===== src/rtl/fp_add_arbiter_if.sv =====
// Requester, shared-adder and response signals of fp_add_arbiter.
// The slave modport is the arbiter's view. The master modport is the environment's view.
interface fp_add_arbiter_if;
  logic        req0_valid;
  logic        req0_ready;
  logic [31:0] req0_a;
  logic [31:0] req0_b;
  logic        req1_valid;
  logic        req1_ready;
  logic [31:0] req1_a;
  logic [31:0] req1_b;
  logic        issue_valid;
  logic [31:0] issue_a;
  logic [31:0] issue_b;
  logic [31:0] result;
  logic        rsp0_valid;
  logic        rsp0_ready;
  logic [31:0] rsp0_data;
  logic        rsp1_valid;
  logic        rsp1_ready;
  logic [31:0] rsp1_data;

  modport slave (
    input  req0_valid, req0_a, req0_b, req1_valid, req1_a, req1_b,
    input  result, rsp0_ready, rsp1_ready,
    output req0_ready, req1_ready, issue_valid, issue_a, issue_b,
    output rsp0_valid, rsp0_data, rsp1_valid, rsp1_data
  );

  modport master (
    output req0_valid, req0_a, req0_b, req1_valid, req1_a, req1_b,
    output result, rsp0_ready, rsp1_ready,
    input  req0_ready, req1_ready, issue_valid, issue_a, issue_b,
    input  rsp0_valid, rsp0_data, rsp1_valid, rsp1_data
  );
endinterface


===== src/rtl/fp_add_arbiter.sv =====
// Two-requester round-robin front end for a shared fixed-latency FP adder.
// Each requester has a credit-protected in-order response FIFO.
module fp_add_arbiter #(
  parameter int LATENCY   = 3,
  parameter int RSP_DEPTH = 4
) (
  input  logic            clk,
  input  logic            rst,
  fp_add_arbiter_if.slave bus
);
  localparam int PW = $clog2(RSP_DEPTH);
  localparam int CW = PW + 1;
  localparam logic [CW-1:0] DEPTH_C = CW'(RSP_DEPTH);

  typedef enum logic {PRIO_REQ0 = 1'b0, PRIO_REQ1 = 1'b1} prio_e;

  logic [1:0]         req_valid, rsp_ready, elig, take, push, pop;
  logic [31:0]        req_a [2];
  logic [31:0]        req_b [2];
  logic               grant_id, hs;
  prio_e              prio_q, prio_d;
  logic [CW-1:0]      credit_q [2];
  logic [CW-1:0]      credit_d [2];
  logic [CW-1:0]      count_q [2];
  logic [CW-1:0]      count_d [2];
  logic [PW-1:0]      wr_q [2];
  logic [PW-1:0]      rd_q [2];
  logic [31:0]        mem_q [2][RSP_DEPTH];
  logic               issue_valid_q, issue_id_q;
  logic [31:0]        issue_a_q, issue_b_q;
  logic [LATENCY-1:0] tag_v_q, tag_id_q;

  assign req_valid = {bus.req1_valid, bus.req0_valid};
  assign rsp_ready = {bus.rsp1_ready, bus.rsp0_ready};
  assign req_a[0]  = bus.req0_a;
  assign req_a[1]  = bus.req1_a;
  assign req_b[0]  = bus.req0_b;
  assign req_b[1]  = bus.req1_b;

  // NOTE: every signal written here gets a value on every path (defaults first), so no latches are inferred.
  always_comb begin
    for (int n = 0; n < 2; n++) begin
      elig[n] = !rst && req_valid[n] && (credit_q[n] != '0);
    end
    hs       = |elig;
    grant_id = (elig == 2'b11) ? (prio_q == PRIO_REQ1) : elig[1];
    take     = {hs && grant_id, hs && !grant_id};
    prio_d   = prio_q;
    if (hs) prio_d = grant_id ? PRIO_REQ0 : PRIO_REQ1;

    push[0] = tag_v_q[LATENCY-1] && !tag_id_q[LATENCY-1];
    push[1] = tag_v_q[LATENCY-1] &&  tag_id_q[LATENCY-1];
    for (int n = 0; n < 2; n++) begin
      pop[n]      = (count_q[n] != '0) && rsp_ready[n];
      credit_d[n] = credit_q[n];
      if (take[n] && !pop[n])      credit_d[n] = credit_q[n] - CW'(1);
      else if (!take[n] && pop[n]) credit_d[n] = credit_q[n] + CW'(1);
      count_d[n] = count_q[n];
      if (push[n] && !pop[n])      count_d[n] = count_q[n] + CW'(1);
      else if (!push[n] && pop[n]) count_d[n] = count_q[n] - CW'(1);
    end
  end

  assign bus.req0_ready = elig[0] && !grant_id;
  assign bus.req1_ready = elig[1] &&  grant_id;

  // NOTE: state registers use non-blocking assignments so every flop samples pre-edge values.
  always_ff @(posedge clk) begin
    if (rst) begin
      prio_q        <= PRIO_REQ0;
      issue_valid_q <= 1'b0;
      issue_id_q    <= 1'b0;
      issue_a_q     <= '0;
      issue_b_q     <= '0;
      tag_v_q       <= '0;
      tag_id_q      <= '0;
      for (int n = 0; n < 2; n++) begin
        credit_q[n] <= DEPTH_C;
        count_q[n]  <= '0;
        wr_q[n]     <= '0;
        rd_q[n]     <= '0;
      end
    end else begin
      prio_q        <= prio_d;
      issue_valid_q <= hs;
      if (hs) begin
        issue_a_q  <= req_a[grant_id];
        issue_b_q  <= req_b[grant_id];
        issue_id_q <= grant_id;
      end
      // Tag leaves the last stage in the same cycle the adder presents its sum.
      tag_v_q[0]  <= issue_valid_q;
      tag_id_q[0] <= issue_id_q;
      for (int k = 1; k < LATENCY; k++) begin
        tag_v_q[k]  <= tag_v_q[k-1];
        tag_id_q[k] <= tag_id_q[k-1];
      end
      for (int n = 0; n < 2; n++) begin
        credit_q[n] <= credit_d[n];
        count_q[n]  <= count_d[n];
        if (push[n]) wr_q[n] <= wr_q[n] + PW'(1);
        if (pop[n])  rd_q[n] <= rd_q[n] + PW'(1);
      end
    end
  end

  // NOTE: response storage has no reset; the occupancy counters alone decide which entries are live.
  always_ff @(posedge clk) begin
    for (int n = 0; n < 2; n++) begin
      if (push[n]) mem_q[n][wr_q[n]] <= bus.result;
    end
  end

  assign bus.issue_valid = issue_valid_q;
  assign bus.issue_a     = issue_a_q;
  assign bus.issue_b     = issue_b_q;
  assign bus.rsp0_valid  = (count_q[0] != '0);
  assign bus.rsp1_valid  = (count_q[1] != '0);
  assign bus.rsp0_data   = bus.rsp0_valid ? mem_q[0][rd_q[0]] : '0;
  assign bus.rsp1_data   = bus.rsp1_valid ? mem_q[1][rd_q[1]] : '0;

  // The credit scheme must make a push into a full FIFO impossible.
  for (genvar n = 0; n < 2; n++) begin : g_full_chk
    a_no_push_full: assert property (@(posedge clk) disable iff (rst)
      !(push[n] && (count_q[n] == DEPTH_C)));
  end
endmodule

===== src/flat_wrapper.sv =====
// flat-port wrapper written by rule: the top's interface ports become plain ports
module fp_add_arbiter_flat 
#(
  parameter int LATENCY   = 3,
  parameter int RSP_DEPTH = 4
)
  (clk, rst, bus_req0_valid, bus_req0_a, bus_req0_b, bus_req1_valid, bus_req1_a, bus_req1_b, bus_result, bus_rsp0_ready, bus_rsp1_ready, bus_req0_ready, bus_req1_ready, bus_issue_valid, bus_issue_a, bus_issue_b, bus_rsp0_valid, bus_rsp0_data, bus_rsp1_valid, bus_rsp1_data);
  fp_add_arbiter_if bus_i ();
  input  logic clk;
  input  logic rst;
  input wire logic [$bits(bus_i.req0_valid)-1:0] bus_req0_valid;
  input wire logic [$bits(bus_i.req0_a)-1:0] bus_req0_a;
  input wire logic [$bits(bus_i.req0_b)-1:0] bus_req0_b;
  input wire logic [$bits(bus_i.req1_valid)-1:0] bus_req1_valid;
  input wire logic [$bits(bus_i.req1_a)-1:0] bus_req1_a;
  input wire logic [$bits(bus_i.req1_b)-1:0] bus_req1_b;
  input wire logic [$bits(bus_i.result)-1:0] bus_result;
  input wire logic [$bits(bus_i.rsp0_ready)-1:0] bus_rsp0_ready;
  input wire logic [$bits(bus_i.rsp1_ready)-1:0] bus_rsp1_ready;
  output wire logic [$bits(bus_i.req0_ready)-1:0] bus_req0_ready;
  output wire logic [$bits(bus_i.req1_ready)-1:0] bus_req1_ready;
  output wire logic [$bits(bus_i.issue_valid)-1:0] bus_issue_valid;
  output wire logic [$bits(bus_i.issue_a)-1:0] bus_issue_a;
  output wire logic [$bits(bus_i.issue_b)-1:0] bus_issue_b;
  output wire logic [$bits(bus_i.rsp0_valid)-1:0] bus_rsp0_valid;
  output wire logic [$bits(bus_i.rsp0_data)-1:0] bus_rsp0_data;
  output wire logic [$bits(bus_i.rsp1_valid)-1:0] bus_rsp1_valid;
  output wire logic [$bits(bus_i.rsp1_data)-1:0] bus_rsp1_data;
  assign bus_i.req0_valid = bus_req0_valid;
  assign bus_i.req0_a = bus_req0_a;
  assign bus_i.req0_b = bus_req0_b;
  assign bus_i.req1_valid = bus_req1_valid;
  assign bus_i.req1_a = bus_req1_a;
  assign bus_i.req1_b = bus_req1_b;
  assign bus_i.result = bus_result;
  assign bus_i.rsp0_ready = bus_rsp0_ready;
  assign bus_i.rsp1_ready = bus_rsp1_ready;
  assign bus_req0_ready = bus_i.req0_ready;
  assign bus_req1_ready = bus_i.req1_ready;
  assign bus_issue_valid = bus_i.issue_valid;
  assign bus_issue_a = bus_i.issue_a;
  assign bus_issue_b = bus_i.issue_b;
  assign bus_rsp0_valid = bus_i.rsp0_valid;
  assign bus_rsp0_data = bus_i.rsp0_data;
  assign bus_rsp1_valid = bus_i.rsp1_valid;
  assign bus_rsp1_data = bus_i.rsp1_data;
  fp_add_arbiter #(.LATENCY(LATENCY), .RSP_DEPTH(RSP_DEPTH)) u_core (.clk(clk), .rst(rst), .bus(bus_i));
endmodule

===== config.mk =====
export PLATFORM = sky130hd
export DESIGN_NAME = fp_add_arbiter_flat
export DESIGN_NICKNAME = d
export VERILOG_FILES = /design/src/rtl/fp_add_arbiter_if.sv /design/src/rtl/fp_add_arbiter.sv /design/src/flat_wrapper.sv
export SDC_FILE = /design/constraint.sdc
export NUM_CORES = 1
export LEC_CHECK = 0
export ABC_AREA = 0
export BUFFER_PORTS_ARGS = -buffer_cell sky130_fd_sc_hd__buf_2
export CAP_MARGIN = 20
export CORE_MARGIN = 2
export CORE_UTILIZATION = 54
export CTS_CLUSTER_DIAMETER = 200
export DETAILED_ROUTE_END_ITERATION = 8
export MAX_ROUTING_LAYER = met4
export PLACE_DENSITY = 0.79
export SLEW_MARGIN = 25
export SYNTH_ARGS = -nofsm -noshare
export SYNTH_HDL_FRONTEND = slang
export SYNTH_SLANG_ARGS = --single-unit

===== constraint.sdc =====
create_clock -name clk -period 3.7 [get_ports clk]
set_input_delay 1.11 -clock clk [delete_from_list [all_inputs] [get_ports clk]]
set_output_delay 1.11 -clock clk [all_outputs]
set_load 0.05 [all_outputs]

Word level (Yosys, flattened, before mapping)
Memories as Yosys holds them, arrays and structs flattened.
Index checks and enable logic that the tools add are counted.
{"block": "totals", "n_memories": 5, "wordCells": 138, "output_inout_bits": 133, "reg_bits": 73, "mem_bits_rw": 276, "input_bits": 166}
{"block": "op_classes", "reduce_logical": 37, "magnitude_cmp": 7, "eq_ne": 1, "mux": 56, "bitwise_logic": 13, "n_addsub": 12}
{"memory": "u_core.mem_q", "words": 2, "width": 128, "rd": 2, "rd_clocked_by_memory_dff": 0, "wr": 1, "line_no": "fp_add_arbiter.sv:28", "rtl": "logic [31:0] mem_q [2][RSP_DEPTH];"}
{"memory": "u_core.count_q", "words": 2, "width": 3, "rd": 2, "rd_clocked_by_memory_dff": 0, "wr": 2, "line_no": "fp_add_arbiter.sv:24", "rtl": "logic [CW-1:0] count_q [2];"}
{"memory": "u_core.credit_q", "words": 2, "width": 3, "rd": 2, "rd_clocked_by_memory_dff": 0, "wr": 2, "line_no": "fp_add_arbiter.sv:22", "rtl": "logic [CW-1:0] credit_q [2];"}
{"memory": "u_core.rd_q", "words": 2, "width": 2, "rd": 2, "rd_clocked_by_memory_dff": 0, "wr": 2, "line_no": "fp_add_arbiter.sv:27", "rtl": "logic [PW-1:0] rd_q [2];"}
{"memory": "u_core.wr_q", "words": 2, "width": 2, "rd": 2, "rd_clocked_by_memory_dff": 0, "wr": 2, "line_no": "fp_add_arbiter.sv:26", "rtl": "logic [PW-1:0] wr_q [2];"}
{"op": "$mux 128", "n": 4}
{"op": "$mux 32", "n": 14}
{"op": "$bmux 32 s2", "n": 2}
{"op": "$demux 32 s2", "n": 2}
{"op": "$reduce_or 128->1", "n": 1}
{"op": "$mux 3", "n": 12}
{"op": "$logic_and 1x1->1", "n": 22}
{"op": "$mux 1", "n": 18}
{"op": "$add 3x1->3 const B", "n": 4}
{"op": "$ge 3x3->1 const B", "n": 4}
{"op": "$not 2->3", "n": 4}
{"op": "$reduce_bool 3->1", "n": 4}
{"op": "$sub 3x1->3 const B", "n": 4}
{"op": "$logic_not 1->1", "n": 9}
{"op": "$add 2x1->2 const B", "n": 4}
{"op": "$mux 2", "n": 4}
{"op": "$or 1x1->1", "n": 8}
{"op": "$lt 3x1->1 const B", "n": 2}
{"op": "$eq 2x2->1 const B", "n": 1}
{"op": "$ge 2x2->1 const B", "n": 1}
{"op": "$not 1->2", "n": 1}
{"op": "$reduce_or 2->1", "n": 1}

Longest topological paths before layout
{"block": "depth", "word_depth": 12, "mapped_depth": 10, "depth_no_buf": 8}

Least setup slack after synthesis
No wires, ideal clock.
{"block": "synth_timing", "kind": "input -> output", "start": "input bus_req0_valid", "end": "output bus_req1_ready", "path_buffers": 2, "required_time_ns": 2.590, "arrival_ns": 2.768, "path_stages": 4, "path_slack_ns": -0.178, "cell_sequence": "o31a_1 -> buf_2 -> clkbuf_1 -> a211oi_1"}
{"block": "synth_between", "elab_chain_cells": 5}
{"element": "from (decl)", "line_no": "flat_wrapper.sv:11", "rtl": "input wire logic [$bits(bus_i.req0_valid)-1:0] bus_req0_valid;"}
{"element": "$logic_and 1x1->1 (2 in a row)", "line_no": "fp_add_arbiter.sv:43", "rtl": "elig[n] = !rst && req_valid[n] && (credit_q[n] != '0);"}
{"element": "$eq 2x2->1", "line_no": "fp_add_arbiter.sv:46", "rtl": "grant_id = (elig == 2'b11) ? (prio_q == PRIO_REQ1) : elig[1];"}
{"element": "$mux 1", "line_no": "fp_add_arbiter.sv:46"}
{"element": "$logic_and 1x1->1", "line_no": "fp_add_arbiter.sv:65", "rtl": "assign bus.req1_ready = elig[1] && grant_id;"}
{"element": "to (decl)", "line_no": "flat_wrapper.sv:21", "rtl": "output wire logic [$bits(bus_i.req1_ready)-1:0] bus_req1_ready;"}
No other way between the ends.

==> reports/results.ini <==
[worst_hold_path]
worstHoldPathType=reg -> reg
hp-start=u_core.issue_id_q

[sta]
relSlewSlack=0.353
finalSetupTns_ns=0
hold_violations=0
slew_viol_final=0
setup_viol=0
max_freq_mhz=297
finalCritPeriodShare=0.910
layout_setup_ws_ns=0.333
rsz0062_at_grt=no
worst-slew-pin-transition_ns=0.971
fin_worst_skew_ns=0.0155
fin_crit_ns=3.37

[drt]
routedWlPerCell_um=23.4
drtAntennaViolNets=0
drt_iter0_markers=686
via_per_inst=5.91
route.final.wire_length_um=33700
via_count=8506
drtPass1Iterations=5
drc=0

[clock_tree]
cts_resized=0
htreeDepth=2
path_clk_slew_ns=0.06
clkSinkCount=349
clkLatencyLatePin_ns=0.53
cts_root_buf=clkbuf_16
cts_tree=yes
clk_path_buf_depth=3
hold_buffers=0
cts_buffers=36
postCtsSetupRepairBufs=0

[setup_path]
path_delay_family=buffers and inverters
crit_chain=buf_12, mux4_2, nor2b_1, buf_2
slowest_stage=mux4_2
crit_arrival_ns=2.26
startpoint=u_core.rd_q[0][2]
criticalPathCategory=reg -> out
crit_fanout=31
crit_path_start_kind=flop
cp-end-kind=output pin
path_buf_inv=2
max_stage_delay_ns=0.55
timing.rr.start=u_core.count_q[0][0]
required_ns=2.59

[synth]
synth_cell_type_count=38
synth_area_um2=13800
synth_most_common_cell=edfxtp_1
syn_inst=783
ys_ff_latch=349
ys.warnings.count=0
synthArstFlopShare=0
synth.avg_cell_area_um2=17.6
yosysTopAreaCellShare=0.574
synth_commonest_cells=edfxtp_1, dfxtp_1, nor2b_1
syn_nets=965
synth-main-ff-cell=edfxtp_1
synth_area_leader_cell=edfxtp_1
synth_enable_flop_cells=264
seq_area_frac_synth=0.697
synth_area_leaders=edfxtp_1, dfxtp_1, mux4_2, a221o_1, nor4b_1

[final_layout]
drive_gt1_frac=0.405
final_core_util=0.664
nNetsFinal=1253
area_delta_synth_final_pct=20.8

[placed_design]
place_ws_ns=0.617
port_buffers=298
place_hpwl_um=21000
gp_congestion=0.831

[global_route]
grt_pass1_vias=8531
grt_pass1_wl_um=49600
globalRouteOverflowTotal=0
grtUsageTotal=0.256
grt_max_degree=82
antenna_found_initial=12

[power_and_ir_drop]
p_total_uw=12800
ir_drop_mv=0.510
power_density_nw_per_um2=770
leakagePower_uw=0.00619

[run]
cap_viol_max_count=0

[die]
die_h_um=164
io_pins=299
num_rows=58
start_util=0.550
die-width_um=164
coreArea_um2=25100
die-area_um2=26900

[outcome]
status=finished, final reports clean

==> layout by cell type, fill, tap and decap left out, types with 5 or more instances in the layout <==
master	netlist	final
clkinv_1	0	6
nand2_1	6	6
clkbuf_1	33	7
clkinv_2	0	9
mux4_2	64	64
clkbuf_16	0	38
a21oi_1	5	5
nor2_1	16	16
buf_4	2	11
a221o_1	64	64
o21ai_0	5	5
dfxtp_1	85	85
ha_1	12	12
diode_2	0	12
edfxtp_1	264	264
buf_2	16	298
nor4b_1	64	64
nor2b_1	70	70
inv_1	17	17
xor2_1	8	8
==> final cells by class <==
cell class              count  area, µm²
clock buffers              45        977
repair buffers            311       1610
diodes                     12       30.0
multi-input cells         356       3820
fillers                  1741       8430
inverters                  17       63.8
flip-flops and latches    349       9630
well taps                 330        413
clock inverters            20        131
==> cell families (layout without fill, tap and decap cells) <==
family | count (synthesis) | after routing | synth area share
flip-flops | 349 | 349 | 0.697
AND/OR/NAND/NOR | 179 | 179 | 0.0886
AO/OA/AOI/OAI | 85 | 85 | 0.0569
buffers and inverters | 78 | 393 | 0.0281
multiplexers | 66 | 66 | 0.106
adder cells (fa/ha/maj) | 16 | 16 | 0.0167
XOR/XNOR | 10 | 10 | 0.00634
other | 0 | 12 | 0
==> sequential cells by signal, indices dropped and copies added (netlist names) <==
register,cells
u_core.issue_id_q,1
u_core.tag_v_q,3
u_core.bus.issue_b,32
u_core.count_q,6
u_core.prio_q,1
u_core.bus.issue_a,32
u_core.mem_q,256
u_core.wr_q,4
u_core.credit_q,6
u_core.bus.issue_valid,1
u_core.rd_q,4
u_core.tag_id_q,3
==> final timing paths <==
kind                                        endpoint  slack (ns)  cells after the start
worst max-delay path               bus_rsp1_data[19]        0.33                      4
worst min-delay path              u_core.tag_id_q[0]        0.44                      2
worst max register to register  u_core.count_q[0][2]        1.28                      7
worst min register to register    u_core.tag_id_q[0]        0.44                      2
==> power by group <==
group | leakage, µW | internal (µW) | switching [µW]
combinational | 0.00256 | 1430 | 3480
clock | 0.000542 | 1890 | 1470
sequential | 0.00309 | 4410 | 140
==> worst reg2reg max path: cells and delay by family (launching register included) <==
kind / cells / cell delay (ns)
buffers and inverters: 1 / 0.07
adders and majority gates: 2 / 0.73
and+or+nand+nor: 1 / 0.31
xor gates and xnor gates: 1 / 0.18
DFF: 1 / 0.36
AOI/OAI and AO/OA: 2 / 0.70
==> per-stage QoR <==
step	instance area [µm²]	hold WS, ns	cells
4_1_cts	16700	0.440	1428
5_1_grt	16700	0.453	1440
3_3_place_gp	15500	0.414	1363
2_1_floorplan	13800	0.404	783
6_report	16700	0.438	1440
3_5_place_dp	15500	0.425	1363
==> layer usage <==
layer / global-route usage / part of all wire
met1: 0.308 / 0.37
met5: - / 0
met3: 0.0540 / 0.081
met4: 0.132 / 0.048
met2: 0.413 / 0.50
No activity file was read; power rests on OpenSTA's default activity.
